--- src/rtl/uart_pkg.sv ---
// Shared definitions for the UART TX arbiter: FSM state encoding, frame width
// and the default watchdog limit.
package uart_pkg;

  typedef enum logic [1:0] {
    IDLE      = 2'd0,
    LAUNCH    = 2'd1,
    WAIT_DONE = 2'd2,
    RELEASE   = 2'd3
  } arb_state_t;

  localparam int UART_FRAME_W       = 128;
  localparam int TIMEOUT_CYCLES_DEF = 1048576;
  localparam int WDOG_W             = 21;

endpackage

--- src/rtl/uart_tx_arbiter_if.sv ---
// Bundle of requester-side and transceiver-side signals around the TX arbiter.
// master = arbiter view, slave = requesters plus transceiver view.
interface uart_tx_arbiter_if #(
  parameter int NUM_REQ = 4,
  parameter int DATA_W  = 128
);
  logic [NUM_REQ-1:0]        req;
  logic [NUM_REQ*DATA_W-1:0] req_data;
  logic [NUM_REQ-1:0]        gnt;
  logic [NUM_REQ-1:0]        done;
  logic                      busy;
  logic [DATA_W-1:0]         tx_data;
  logic                      tx_wr;
  logic                      tx_done;
  logic                      err;

  modport master (
    input  req, req_data, tx_done,
    output gnt, done, busy, tx_data, tx_wr, err
  );

  modport slave (
    output req, req_data, tx_done,
    input  gnt, done, busy, tx_data, tx_wr, err
  );
endinterface

--- src/rtl/uart_tx_arbiter_rr_pick.sv ---
// Combinational round-robin priority encoder: first set request at or above
// rr_ptr, wrapping modulo NUM_REQ.
module rr_pick #(
  parameter int NUM_REQ = 4,
  parameter int IDX_W   = 2
) (
  input  logic [NUM_REQ-1:0] req,
  input  logic [IDX_W-1:0]   rr_ptr,
  output logic [IDX_W-1:0]   win,
  output logic               any_req
);

  always_comb begin
    // NOTE: every output gets a default before the search so no latch is inferred.
    win     = '0;
    any_req = 1'b0;
    // Walk offsets from farthest to nearest so the nearest hit is written last.
    for (int i = NUM_REQ - 1; i >= 0; i--) begin
      automatic int j = int'(rr_ptr) + i;
      if (j >= NUM_REQ) j = j - NUM_REQ;
      if (req[j]) begin
        win     = IDX_W'(j);
        any_req = 1'b1;
      end
    end
  end

endmodule

--- src/rtl/uart_tx_arbiter.sv ---
// Round-robin arbiter sharing one UART transceiver TX path among NUM_REQ requesters.
// Optional watchdog on the transceiver handshake: define UART_TX_TIMEOUT_EN.
module uart_tx_arbiter
  import uart_pkg::*;
#(
  parameter int NUM_REQ        = 4,
  parameter int DATA_W         = UART_FRAME_W,
  parameter int IDX_W          = $clog2(NUM_REQ),
  parameter int TIMEOUT_CYCLES = TIMEOUT_CYCLES_DEF
) (
  input  logic                sys_clk,
  input  logic                sys_rst_n,
  uart_tx_arbiter_if.master   bus
);

  if (NUM_REQ < 2 || NUM_REQ > 8 || TIMEOUT_CYCLES < 2) begin : g_bad_cfg
    $error("uart_tx_arbiter: NUM_REQ must be 2..8 and TIMEOUT_CYCLES >= 2");
  end

  arb_state_t          state_q, state_d;
  logic [IDX_W-1:0]    rr_ptr_q;
  logic [IDX_W-1:0]    win_q;
  logic [IDX_W-1:0]    win;
  logic                any_req;
  logic [DATA_W-1:0]   tx_data_q;
  logic                timeout;
  logic                timed_out_q;
  logic                capture;
  logic                finish;

  logic [NUM_REQ-1:0]  gnt;
  logic [NUM_REQ-1:0]  done;
  logic                busy;
  logic                tx_wr;
  logic                err;

  rr_pick #(
    .NUM_REQ (NUM_REQ),
    .IDX_W   (IDX_W)
  ) u_rr_pick (
    .req     (bus.req),
    .rr_ptr  (rr_ptr_q),
    .win     (win),
    .any_req (any_req)
  );

  assign capture = (state_q == IDLE) && any_req;
  assign finish  = (state_q == WAIT_DONE) && (bus.tx_done || timeout);

  always_ff @(posedge sys_clk or negedge sys_rst_n) begin
    // NOTE: sequential state uses non-blocking assignments so all registers see pre-edge values.
    if (!sys_rst_n) state_q <= IDLE;
    else            state_q <= state_d;
  end

  always_comb begin
    state_d = state_q;
    unique case (state_q)
      IDLE:      if (any_req) state_d = LAUNCH;
      LAUNCH:    state_d = WAIT_DONE;
      WAIT_DONE: if (bus.tx_done || timeout) state_d = RELEASE;
      RELEASE:   state_d = IDLE;
      default:   state_d = IDLE;
    endcase
  end

  // Frame and winner are captured only on the grant edge, so requesters may
  // rewrite req_data while the transceiver is still shifting the old frame.
  always_ff @(posedge sys_clk or negedge sys_rst_n) begin
    if (!sys_rst_n) begin
      win_q     <= '0;
      rr_ptr_q  <= '0;
      tx_data_q <= '0;
    end else begin
      if (capture) begin
        win_q     <= win;
        tx_data_q <= bus.req_data[int'(win)*DATA_W +: DATA_W];
      end
      if (finish) begin
        rr_ptr_q <= (win_q == IDX_W'(NUM_REQ - 1)) ? '0 : win_q + IDX_W'(1);
      end
    end
  end

`ifdef UART_TX_TIMEOUT_EN
  localparam logic [WDOG_W-1:0] WDOG_LAST = WDOG_W'(TIMEOUT_CYCLES - 1);

  logic [WDOG_W-1:0] wdog_q;

  always_ff @(posedge sys_clk or negedge sys_rst_n) begin
    if (!sys_rst_n) begin
      wdog_q      <= '0;
      timed_out_q <= 1'b0;
    end else begin
      if (state_q == LAUNCH)         wdog_q <= '0;
      else if (state_q == WAIT_DONE) wdog_q <= wdog_q + WDOG_W'(1);
      // A tx_done arriving on the expiry cycle wins over the timeout.
      if (finish) timed_out_q <= ~bus.tx_done;
    end
  end

  assign timeout = (state_q == WAIT_DONE) && (wdog_q == WDOG_LAST);
`else
  assign timeout     = 1'b0;
  assign timed_out_q = 1'b0;
`endif

  always_comb begin
    gnt   = '0;
    done  = '0;
    busy  = 1'b0;
    tx_wr = 1'b0;
    err   = 1'b0;
    unique case (state_q)
      IDLE: ;
      LAUNCH: begin
        gnt   = NUM_REQ'(1) << win_q;
        busy  = 1'b1;
        tx_wr = 1'b1;
      end
      WAIT_DONE: begin
        gnt  = NUM_REQ'(1) << win_q;
        busy = 1'b1;
      end
      RELEASE: begin
        done = NUM_REQ'(1) << win_q;
        busy = 1'b1;
        err  = timed_out_q;
      end
      default: ;
    endcase
  end

  assign bus.gnt     = gnt;
  assign bus.done    = done;
  assign bus.busy    = busy;
  assign bus.tx_wr   = tx_wr;
  assign bus.err     = err;
  assign bus.tx_data = tx_data_q;

endmodule

--- src/flat_wrapper.sv ---
// flat-port wrapper written by rule: the top's interface ports become plain ports
module uart_tx_arbiter_flat import uart_pkg::*;
#(
  parameter int NUM_REQ        = 4,
  parameter int DATA_W         = UART_FRAME_W,
  parameter int IDX_W          = $clog2(NUM_REQ),
  parameter int TIMEOUT_CYCLES = TIMEOUT_CYCLES_DEF
)
  (sys_clk, sys_rst_n, bus_req, bus_req_data, bus_tx_done, bus_gnt, bus_done, bus_busy, bus_tx_data, bus_tx_wr, bus_err);
  uart_tx_arbiter_if #(.NUM_REQ(NUM_REQ), .DATA_W(DATA_W)) bus_i ();
  input  logic sys_clk;
  input  logic sys_rst_n;
  input wire logic [$bits(bus_i.req)-1:0] bus_req;
  input wire logic [$bits(bus_i.req_data)-1:0] bus_req_data;
  input wire logic [$bits(bus_i.tx_done)-1:0] bus_tx_done;
  output wire logic [$bits(bus_i.gnt)-1:0] bus_gnt;
  output wire logic [$bits(bus_i.done)-1:0] bus_done;
  output wire logic [$bits(bus_i.busy)-1:0] bus_busy;
  output wire logic [$bits(bus_i.tx_data)-1:0] bus_tx_data;
  output wire logic [$bits(bus_i.tx_wr)-1:0] bus_tx_wr;
  output wire logic [$bits(bus_i.err)-1:0] bus_err;
  assign bus_i.req = bus_req;
  assign bus_i.req_data = bus_req_data;
  assign bus_i.tx_done = bus_tx_done;
  assign bus_gnt = bus_i.gnt;
  assign bus_done = bus_i.done;
  assign bus_busy = bus_i.busy;
  assign bus_tx_data = bus_i.tx_data;
  assign bus_tx_wr = bus_i.tx_wr;
  assign bus_err = bus_i.err;
  uart_tx_arbiter #(.NUM_REQ(NUM_REQ), .DATA_W(DATA_W), .IDX_W(IDX_W), .TIMEOUT_CYCLES(TIMEOUT_CYCLES)) u_core (.sys_clk(sys_clk), .sys_rst_n(sys_rst_n), .bus(bus_i));
endmodule
--- config.mk ---
export PLATFORM = sky130hd
export DESIGN_NAME = uart_tx_arbiter_flat
export DESIGN_NICKNAME = d
export VERILOG_FILES = /design/src/rtl/uart_pkg.sv /design/src/rtl/uart_tx_arbiter_if.sv /design/src/rtl/uart_tx_arbiter_rr_pick.sv /design/src/rtl/uart_tx_arbiter.sv /design/src/flat_wrapper.sv
export SDC_FILE = /design/constraint.sdc
export NUM_CORES = 1
export LEC_CHECK = 0
export CORE_AREA = 2 2 256 258
export CTS_CLUSTER_DIAMETER = 120
export DETAILED_ROUTE_END_ITERATION = 12
export DIE_AREA = 0 0 258 260
export GPL_ROUTABILITY_DRIVEN = 1
export HOLD_SLACK_MARGIN = 0.02
export PLACE_DENSITY_LB_ADDON = 0.2
export SYNTH_ARGS = -nofsm -noshare
export SYNTH_HDL_FRONTEND = slang
export SYNTH_SLANG_ARGS = --single-unit
--- constraint.sdc ---
create_clock -name sys_clk -period 1.85 [get_ports sys_clk]
set_clock_uncertainty 0.2 [all_clocks]
set_input_delay 0.37 -clock sys_clk [delete_from_list [all_inputs] [get_ports sys_clk]]
set_output_delay 0.37 -clock sys_clk [all_outputs]
set_load 0.05 [all_outputs]
# ---- Word level (Yosys, flattened, before mapping)
# Index checks and enable logic that the tools add are counted.
dict set report totals {
  out_inout_bits 139
  input_bits 519
  wordCells 66
  regBits 134
}
dict set report classes {
  shift 2
  add_sub_neg 8
  eq_ne 6
  n_lt_le_gt_ge 8
  n_reduce_logical 6
  mux 32
}
# op n
set ops {}
lappend ops {{$shiftx 512x10->128} 1}
lappend ops {{$lt 32x4->1 const B} 4}
lappend ops {{$mux 32} 4}
lappend ops {{$ge 32x4->1 const B} 1}
lappend ops {{$sub 32x4->32 const B} 1}
lappend ops {{$mux 1} 14}
lappend ops {{$mux 2} 7}
lappend ops {{$bmux 1 s2} 4}
lappend ops {{$mux 4} 2}
lappend ops {{$pmux 2 s4} 1}
lappend ops {{$sub 3x3->4 const B} 2}
lappend ops {{$add 2x2->3 const B} 2}
lappend ops {{$eq 2x2->1 const B} 3}
lappend ops {{$ge 3x3->1 const B} 2}
lappend ops {{$shl 1x2->4 const A} 1}
lappend ops {{$sub 2x3->4 const B} 1}
lappend ops {{$add 2x1->3 const B} 1}
lappend ops {{$ge 2x3->1 const B} 1}
lappend ops {{$reduce_or 3->1} 1}
lappend ops {{$add 2x1->2 const B} 1}
lappend ops {{$eq 2x1->1 const B} 1}
lappend ops {{$logic_and 1x1->1} 2}
lappend ops {{$logic_not 2->1} 1}
lappend ops {{$ne 2x1->1 const B} 1}
lappend ops {{3 further kinds} 3}

# ---- Longest topological paths before layout
# Gate-level depths: netlist (run 1).
dict set report logic_depth {
  ltp_word 12
  depth_mapped 8
  mapped_depth_nobuf 6
}

# ---- Hierarchy
# From an unflattened synthesis (run 1), not the netlist that was laid out.
dict set report hier_totals {
  hier_cells 769
  area_unflattened_um2 9096.2
}
# mod cells_per_inst instances area_per_inst_um2 seq_area_each_um2
set modules_own_cells {}
lappend modules_own_cells {uart_tx_arbiter 756 1 9018.6 3353.2}
lappend modules_own_cells {rr_pick 13 1 77.6 0.0}

# ---- Least setup slack after synthesis (run 1)
# OpenSTA, ideal clock, no wires.
dict set report synth_timing {
  path_kind {reg-to-reg}
  start {register u_core.rr_ptr_q[0]}
  end {register u_core.tx_data_q[74], in the netlist u_core.bus.tx_data[74]}
  slack_ns -0.020
  stages_incl_launch_ff 9
  t_arrival_ns 1.527
  period_less_slack_ns 1.870
  setup_time_ns 0.142
  n_path_buf 3
  required_time_ns 1.508
  cell_sequence {dfrtp_1 -> and2b_1 -> a21oi_2 -> o221ai_2 -> buf_6 -> buf_12 -> buf_12 -> mux2i_1 -> o221ai_1}
}
dict set report synth_via {
  elab_chain_cells 11
  elab_cells_between_ends 37
  cone_classes {add/sub: 7; order compare: 4; shift: 1; mux: 24; reduce/logical: 1}
}
# element line
set synth_rtl {}
lappend synth_rtl {{from (decl)} uart_tx_arbiter.sv:21} ;# logic [IDX_W-1:0] rr_ptr_q;
lappend synth_rtl {{from (signal assigned)} uart_tx_arbiter.sv:80} ;# rr_ptr_q <= (win_q == IDX_W'(NUM_REQ - 1)) ? '0 : win_q + IDX_W'(1);
lappend synth_rtl {{$add 2x2->3} uart_tx_arbiter_rr_pick.sv:19} ;# automatic int j = int'(rr_ptr) + i;
lappend synth_rtl {{$sub 32x4->32 / $ge 32x4->1 (equally long branches)} uart_tx_arbiter_rr_pick.sv:20} ;# if (j >= NUM_REQ) j = j - NUM_REQ;
lappend synth_rtl {{$mux 32} uart_tx_arbiter_rr_pick.sv:20}
lappend synth_rtl {{$bmux 1 s2} uart_tx_arbiter_rr_pick.sv:21} ;# if (req[j]) begin
lappend synth_rtl {{$mux 1 (not written as such) (2 in series)} uart_tx_arbiter_rr_pick.sv:21}
lappend synth_rtl {{$mux 2 / $mux 1 (equally long branches) (4 in series)} uart_tx_arbiter_rr_pick.sv:21}
lappend synth_rtl {{$shiftx 512x10->128 / $logic_and 1x1->1 (equally long branches)} {uart_tx_arbiter.sv:77, uart_tx_arbiter.sv:47}}
lappend synth_rtl {{to (signal assigned)} uart_tx_arbiter.sv:77} ;# tx_data_q <= bus.req_data[int'(win)*DATA_W +: DATA_W];
lappend synth_rtl {{to (decl)} uart_tx_arbiter.sv:25} ;# logic [DATA_W-1:0] tx_data_q;
# Several ways; a longest one is shown, not always the timed one. The select of a mux whose other input is x is not followed.
# A chain may end at the register's enable or synchronous reset.

# ---- Worst setup path after layout (run 1)
dict set report layout_timing {
  start {register u_core.rr_ptr_q[0]}
  end {register u_core.tx_data_q[110], in the netlist u_core.bus.tx_data[110]}
}
# The elaborated chain is that of the path after synthesis.

==> flow_metrics.tcl, run 1 <==
set metrics [dict create \
    pwr-share-clk_pct 12.7 \
    cp_max_fo 11 \
    netlist_instances 770 \
    end_kind "flip-flop" \
    dieArea_sq_um 67100 \
    grt_pass1_vias 10300 \
    postRouteAntennaNets 0 \
    synth_nets 1298 \
    drive_gt1_share_pct 27.7 \
    violations "negative setup slack" \
    setup_ws_ns -0.350 \
    core_sq_um 64100 \
    multiInputGateArea_sq_um 5130 \
    rsz0062_at_grt "true" \
    portBuffers 656 \
    crit_path_start "u_core.rr_ptr_q[0]" \
    status "complete, but fails checks" \
    start_util_pct 13.5 \
    peakVddDrop_uv 821 \
    nFillCells 6598 \
    rows 93 \
    hold_path.class "input pin to async pin" \
    crit_arrival_ns 2.33 \
    post-route-period-util_pct 119 \
    drtIter0Drc 396 \
    cts.reportedPaths.clkPinSlew_ns 0.06 \
    clock_path_buffers 2 \
    dpl-instance-area_sq_um 16600 \
    wl_per_cell_um 18.8 \
    p_comb_share_pct 69.6 \
    cts_made_buffers 17 \
    fin_nets 2047 \
    viasPerCell 3.90 \
    yosysWarnings 0 \
    whs_ns 0.183 \
    worst_r2r_startpoint "u_core.rr_ptr_q[0]" \
    power.switching_mw 14.1 \
    drt_first_pass_iters 4 \
    ys_async_sr_fraction_pct 100 \
    setup_tns_ns -35.84 \
    dp_hpwl_um 35500 \
    power_mw 30.5 \
    synth_area_leaders "dfrtp_1, mux2i_1, o221ai_1" \
    p_leak_nw 8.10 \
    die_x_um 258 \
    synth_top_area_share_pct 38.9 \
    globalRouteOverflowTotal 0 \
    synth.largest_area_cell "dfrtp_1" \
    synth_edf_count 0 \
    final_cell_area_sq_um 18600 \
    power_frac_seq_pct 17.7 \
    ys_top_cells_by_count "mux2i_1, dfrtp_1, nand2_1" \
    max_freq_ghz 0.455 \
    regArea_sq_um 3360 \
    drv_slew 0 \
    cp.required_ns 1.98 \
    crit_type "flip-flop to flip-flop" \
    ys_seq_elements 134 \
    grtUsageTotal_pct 13.0 \
    antenna_found_initial 1 \
    avgSynthCellArea_sq_um 11.2 \
    fin_crit_ns 2.20 \
    root_buffer "clkbuf_16" \
    dieHeight_um 260 \
    ys.flop_type "dfrtp_1" \
    yosysSeqAreaShare_pct 38.9 \
    yosys.cell_count.top_type "mux2i_1" \
    gp_congestion 0.817 \
    vias 9319 \
    swShare_pct 46.3 \
    setup_violations 138 \
    cts_max_level 4 \
    max_cap_violations 0 \
    power_density_nw_per_um2 1640 \
    dp_slack_ns -0.917 \
    cts_tree "built" \
    syn-cell-area_sq_um 8630 \
    hold_viol 0 \
    grt_max_degree 36 \
    synth_cell_types 31 \
    internal_power_mw 16.4 \
    clk_latency_ns 0.47 \
    syn_to_final_growth_pct 116 \
    clock-sinks 134 \
    rrSetupSlack_ns -0.35 \
    drc 0 \
    start_kind "flip-flop" \
    ioPinCount 658 \
    grt_first_pass_wirelength_um 64500 \
    drt_wl_total_um 44800 \
]
[placed cells by master, fill, tap and decap left out, types with 18 or more instances in the layout]
cell             netlist  routed
buf_12                23      50
mux2i_4                0      18
buf_4                  3     191
o221ai_1             128     115
mux2i_2                0      43
dfrtp_1              134     132
mux2i_1              256     195
nand2_1              133     132
clkdlybuf4s50_1        0     517
buf_6                  4      21
[power groups by stage]
stage	registers, mW	clock network (mW)	logic [mW]
after floorplan	9.93	0	7.09
after global placement	5.39	0	18.8
after detailed placement	5.40	0	18.9
after CTS	5.39	4.03	20.8
after global routing	5.60	4.14	22.4
final	5.41	3.86	21.3
[cell families (layout without fill, tap and decap cells)]
kind of cell,Yosys count,in the layout,synth area share [%]
buffers and inverters,79,841,8.83
AO/OA/AOI/OAI,140,140,14.0
multiplexers,257,257,29.8
flip-flops,134,134,38.9
other,1,2,0.0435
AND/OR/NAND/NOR,150,150,7.12
adder cells (fa/ha/maj),9,9,1.31
[stage by stage]
step | util, % | cells
final | 29.1 | 2388
after global placement | 26.0 | 2321
after detailed placement | 26.0 | 2321
after global routing | 29.1 | 2388
after CTS | 28.4 | 2381
after floorplan | - | 770
[state kept, by name (all words and copies together) (netlist names)]
signal and flops:
u_core.win_q 2, u_core.state_q 2, u_core.rr_ptr_q 2, u_core.bus.tx_data 128
[final timing paths]
check	to	cells after the start
worst max-delay path	u_core.bus.tx_data[110]	8
worst min-delay path	u_core.bus.tx_data[66]	2
worst max register to register	u_core.bus.tx_data[110]	8
worst min register to register	u_core.bus.tx_data[38]	2
max in group asynchronous	u_core.bus.tx_data[119]	3
min in group sys_clk	u_core.bus.tx_data[38]	2
[timing repair]
| item | CTS | global route |
|---|---|---|
| gates cloned | 9 | 0 |
| pin swaps | 18 | 8 |
| hold buffers | 1 | 0 |
| setup buffers | 18 | 6 |
| setup endpoints to repair | 138 | 138 |
| hold endpoints to repair | 134 | 0 |
| resized for setup | 110 | 77 |
[layout make-up]
cell class	instances	share of cell area [%]
multi-input combinational	557	27.6
sequential	134	18.0
clock buffer	21	2.53
inverter	6	0.161
tap	855	5.74
antenna	1	0.0134
timing repair buffer	803	45.1
clock inverter	11	0.927
[metal layers]
metal	share of wire [%]	wire length [um]	GRT usage (%)	up-vias
met5	0	0	0	-
met2	54	24100	24.1	388
li1	-	-	-	4447
met4	1.8	787	3.79	0
met3	7.2	3230	4.47	41
met1	37	16700	13.7	4443
[worst max-delay path: stages, from the launching register on]
cell and delay (ns):
dfrtp_1 0.41, and2b_1 0.23, a21oi_2 0.05, o221ai_4 0.15, buf_12 0.16, buf_16 0.17, buf_4 0.22, mux2i_1 0.27
o221ai_1 0.15
Power figures use the tool's default switching activity.
==> run 2: changes to the inputs <==
--- a/config.mk
+++ b/config.mk
@@ -5,10 +5,11 @@
 export SDC_FILE = /design/constraint.sdc
 export NUM_CORES = 1
 export LEC_CHECK = 0
-export CORE_AREA = 2 2 256 258
+export ABC_AREA = 1
+export CORE_AREA = 2 2 255 257
 export CTS_CLUSTER_DIAMETER = 120
 export DETAILED_ROUTE_END_ITERATION = 12
-export DIE_AREA = 0 0 258 260
+export DIE_AREA = 0 0 257 259
 export GPL_ROUTABILITY_DRIVEN = 1
 export HOLD_SLACK_MARGIN = 0.02
 export PLACE_DENSITY_LB_ADDON = 0.2
==> constraint.sdc (replaced) <==
create_clock -name sys_clk -period 1.8 [get_ports sys_clk]
set_clock_uncertainty 0.2 [all_clocks]
set_input_delay 0.36 -clock sys_clk [delete_from_list [all_inputs] [get_ports sys_clk]]
set_output_delay 0.36 -clock sys_clk [all_outputs]
set_load 0.05 [all_outputs]
==> flow_metrics.tcl, run 2 <==
set metrics [dict create \
    final_cell_area_sq_um 26100 \
    synth.largest_area_cell "dfrtp_1" \
    status "complete, but fails checks" \
    dieArea_sq_um 66600 \
    netlist_instances 2140 \
    peakVddDrop_uv 1150 \
    globalRouteOverflowTotal 0 \
    crit_arrival_ns 2.59 \
    clock_path_buffers 2 \
    dieHeight_um 259 \
    setup_ws_ns -0.639 \
    power_density_nw_per_um2 2540 \
    largest_reg_flops 128 \
    cp_max_fo 22 \
    hold_viol 0 \
    clock-sinks 134 \
    whs_ns 0.127 \
    grt_max_degree 59 \
    synth_nets 2668 \
    grt_pass1_vias 16400 \
    final_common_cell "nand2_1" \
    met2_usage_pct 38.6 \
    portBuffers 656 \
    viasPerCell 4.32 \
    crit_type "flip-flop to flip-flop" \
    yosysWarnings 0 \
    rsz0062_at_grt "true" \
    cts_made_buffers 17 \
    antenna_found_initial 13 \
    grtUsageMet1_pct 24.5 \
    yosys.cell_count.top_type "nand2_1" \
    final_util_pct 40.8 \
    fin_nets 3438 \
    max_freq_ghz 0.410 \
    start_util_pct 18.6 \
    die_x_um 257 \
    grt-busiest-layer "met2" \
    violations "negative setup slack" \
    setup_violations 142 \
    grt_first_pass_wirelength_um 106000 \
    synth_area_leaders "dfrtp_1, nand2_1, nand3_1" \
    grtUsageTotal_pct 21.4 \
    drv_slew 0 \
    ioPinCount 658 \
    max_cap_violations 0 \
    avgSynthCellArea_sq_um 5.57 \
    clk_latency_ns 0.45 \
    cts_max_level 4 \
    dp_slack_ns -1.02 \
    synth_edf_count 0 \
    ys_async_sr_fraction_pct 100 \
    post-route-period-util_pct 136 \
    ys.flop_type "dfrtp_1" \
    drive_gt1_share_pct 23.8 \
    rows 93 \
    wl_per_cell_um 20.4 \
    fin_crit_ns 2.44 \
    syn_to_final_growth_pct 119 \
    dp_hpwl_um 53100 \
    p_leak_nw 13.8 \
    end_kind "flip-flop" \
    yosysSeqAreaShare_pct 28.2 \
    cp.required_ns 1.95 \
    postRouteAntennaNets 0 \
    ys_seq_elements 134 \
    gp_congestion 0.906 \
    cts.reportedPaths.clkPinSlew_ns 0.07 \
    dpl-instance-area_sq_um 21600 \
    cts_tree "built" \
    final_cell_mix "nand2_1, clkdlybuf4s50_1, inv_1" \
    drt_wl_total_um 77200 \
    synth_top_area_share_pct 28.2 \
    syn-cell-area_sq_um 11900 \
    root_buffer "clkbuf_16" \
    hold_path.class "input pin to async pin" \
    start_kind "flip-flop" \
    drc 0 \
    ys_top_cells_by_count "nand2_1, inv_1, nand3_1" \
    drt_first_pass_iters 6 \
    nFillCells 6450 \
    vias 16400 \
    grt.met3_usage_pct 5.29 \
    drtIter0Drc 1095 \
    core_sq_um 63900 \
    synth_cell_types 27 \
]
run 2: changes by cell type in the layout (fill, tap and decap cells not counted), sizes merged, moves of 12 or more:
cell    change
o221ai    -129
clkbuf     +12
nand3     +510
buf        +64
nand2     +668
inv       +519
mux2i     -256
run 2: worst paths after layout:
kind | start | endpoint | slack (ns) | cells past startpoint
min | sys_rst_n | u_core.bus.tx_data[108] | 0.13 | 2
max | u_core.rr_ptr_q[0] | u_core.bus.tx_data[85] | -0.64 | 16
max reg2reg | u_core.rr_ptr_q[0] | u_core.bus.tx_data[85] | -0.64 | 16
max in group asynchronous | sys_rst_n | u_core.bus.tx_data[43] | 0.71 | 3
min in group sys_clk | u_core.bus.tx_data[9] | u_core.bus.tx_data[9] | 0.34 | 2
min reg2reg | u_core.bus.tx_data[9] | u_core.bus.tx_data[9] | 0.34 | 2
run 2: where the power goes:
part           leakage (nW)  switching, mW  internal, mW
logic                  11.8           29.9          25.9
registers              1.65           1.91          4.59
clock network         0.309           1.62          2.36
run 2: repair_timing:
item | CTS | global route
hold buffers | 1 | 0
resized for setup | 175 | 300
pin swaps | 45 | 105
setup buffers | 49 | 25
hold endpoints to repair | 134 | 0
endpoints found under the setup margin | 142 | 142
cloned | 35 | 22
run 2: per-layer routing:
| layer | up-vias | wire length (um) |
|---|---|---|
| li1 | 7921 | - |
| met1 | 7594 | 30000 |
| met2 | 713 | 39400 |
| met3 | 111 | 5290 |
| met4 | 12 | 2520 |
| met5 | - | 79 |
run 2: logic make-up (layout without fill, tap and decap cells):
kind of cell | Yosys count | count (layout) | share of synthesized area (%)
flip-flops | 134 | 134 | 28.2
other | 1 | 7 | 0.0315
buffers and inverters | 658 | 1438 | 22.6
adder cells (fa/ha/maj) | 9 | 9 | 0.945
AND/OR/NAND/NOR | 1328 | 1331 | 47.8
AO/OA/AOI/OAI | 10 | 10 | 0.494
run 2: cell type report:
cell class / instances / area (sq um) / area share, %
clock inverters: 15 / 219 / 0.840
repair buffers: 885 / 11500 / 44.3
clock buffers: 17 / 425 / 1.63
multi-input cells: 1351 / 7450 / 28.6
inverters: 521 / 1980 / 7.60
flip-flops and latches: 134 / 3360 / 12.9
well taps: 855 / 1070 / 4.11
diodes: 6 / 15.0 / 0.0576
run 2: through the flow:
step	power [mW]	std cells	TNS [ns]
6_report	66.3	3784	-75.75
5_1_grt	70.2	3782	-90.93
4_1_cts	61.1	3747	-76.01
3_5_place_dp	45.4	3630	-115.27
3_3_place_gp	45.3	3630	-112.12
2_1_floorplan	28.5	2140	-26.28
run 2: critical path: stages, from the launching register on:
cell      delay (ns)
dfrtp_2         0.42
buf_6           0.14
clkinv_8        0.07
nand2_4         0.05
nand2_4         0.10
nand2_4         0.06
nand2_4         0.10
nand2_4         0.07
nand3_4         0.13
buf_6           0.22
buf_4           0.14
buf_6           0.21
nand3_1         0.12
nand3_1         0.09
nand2_1         0.07
nand2_1         0.06
nand2_1         0.05
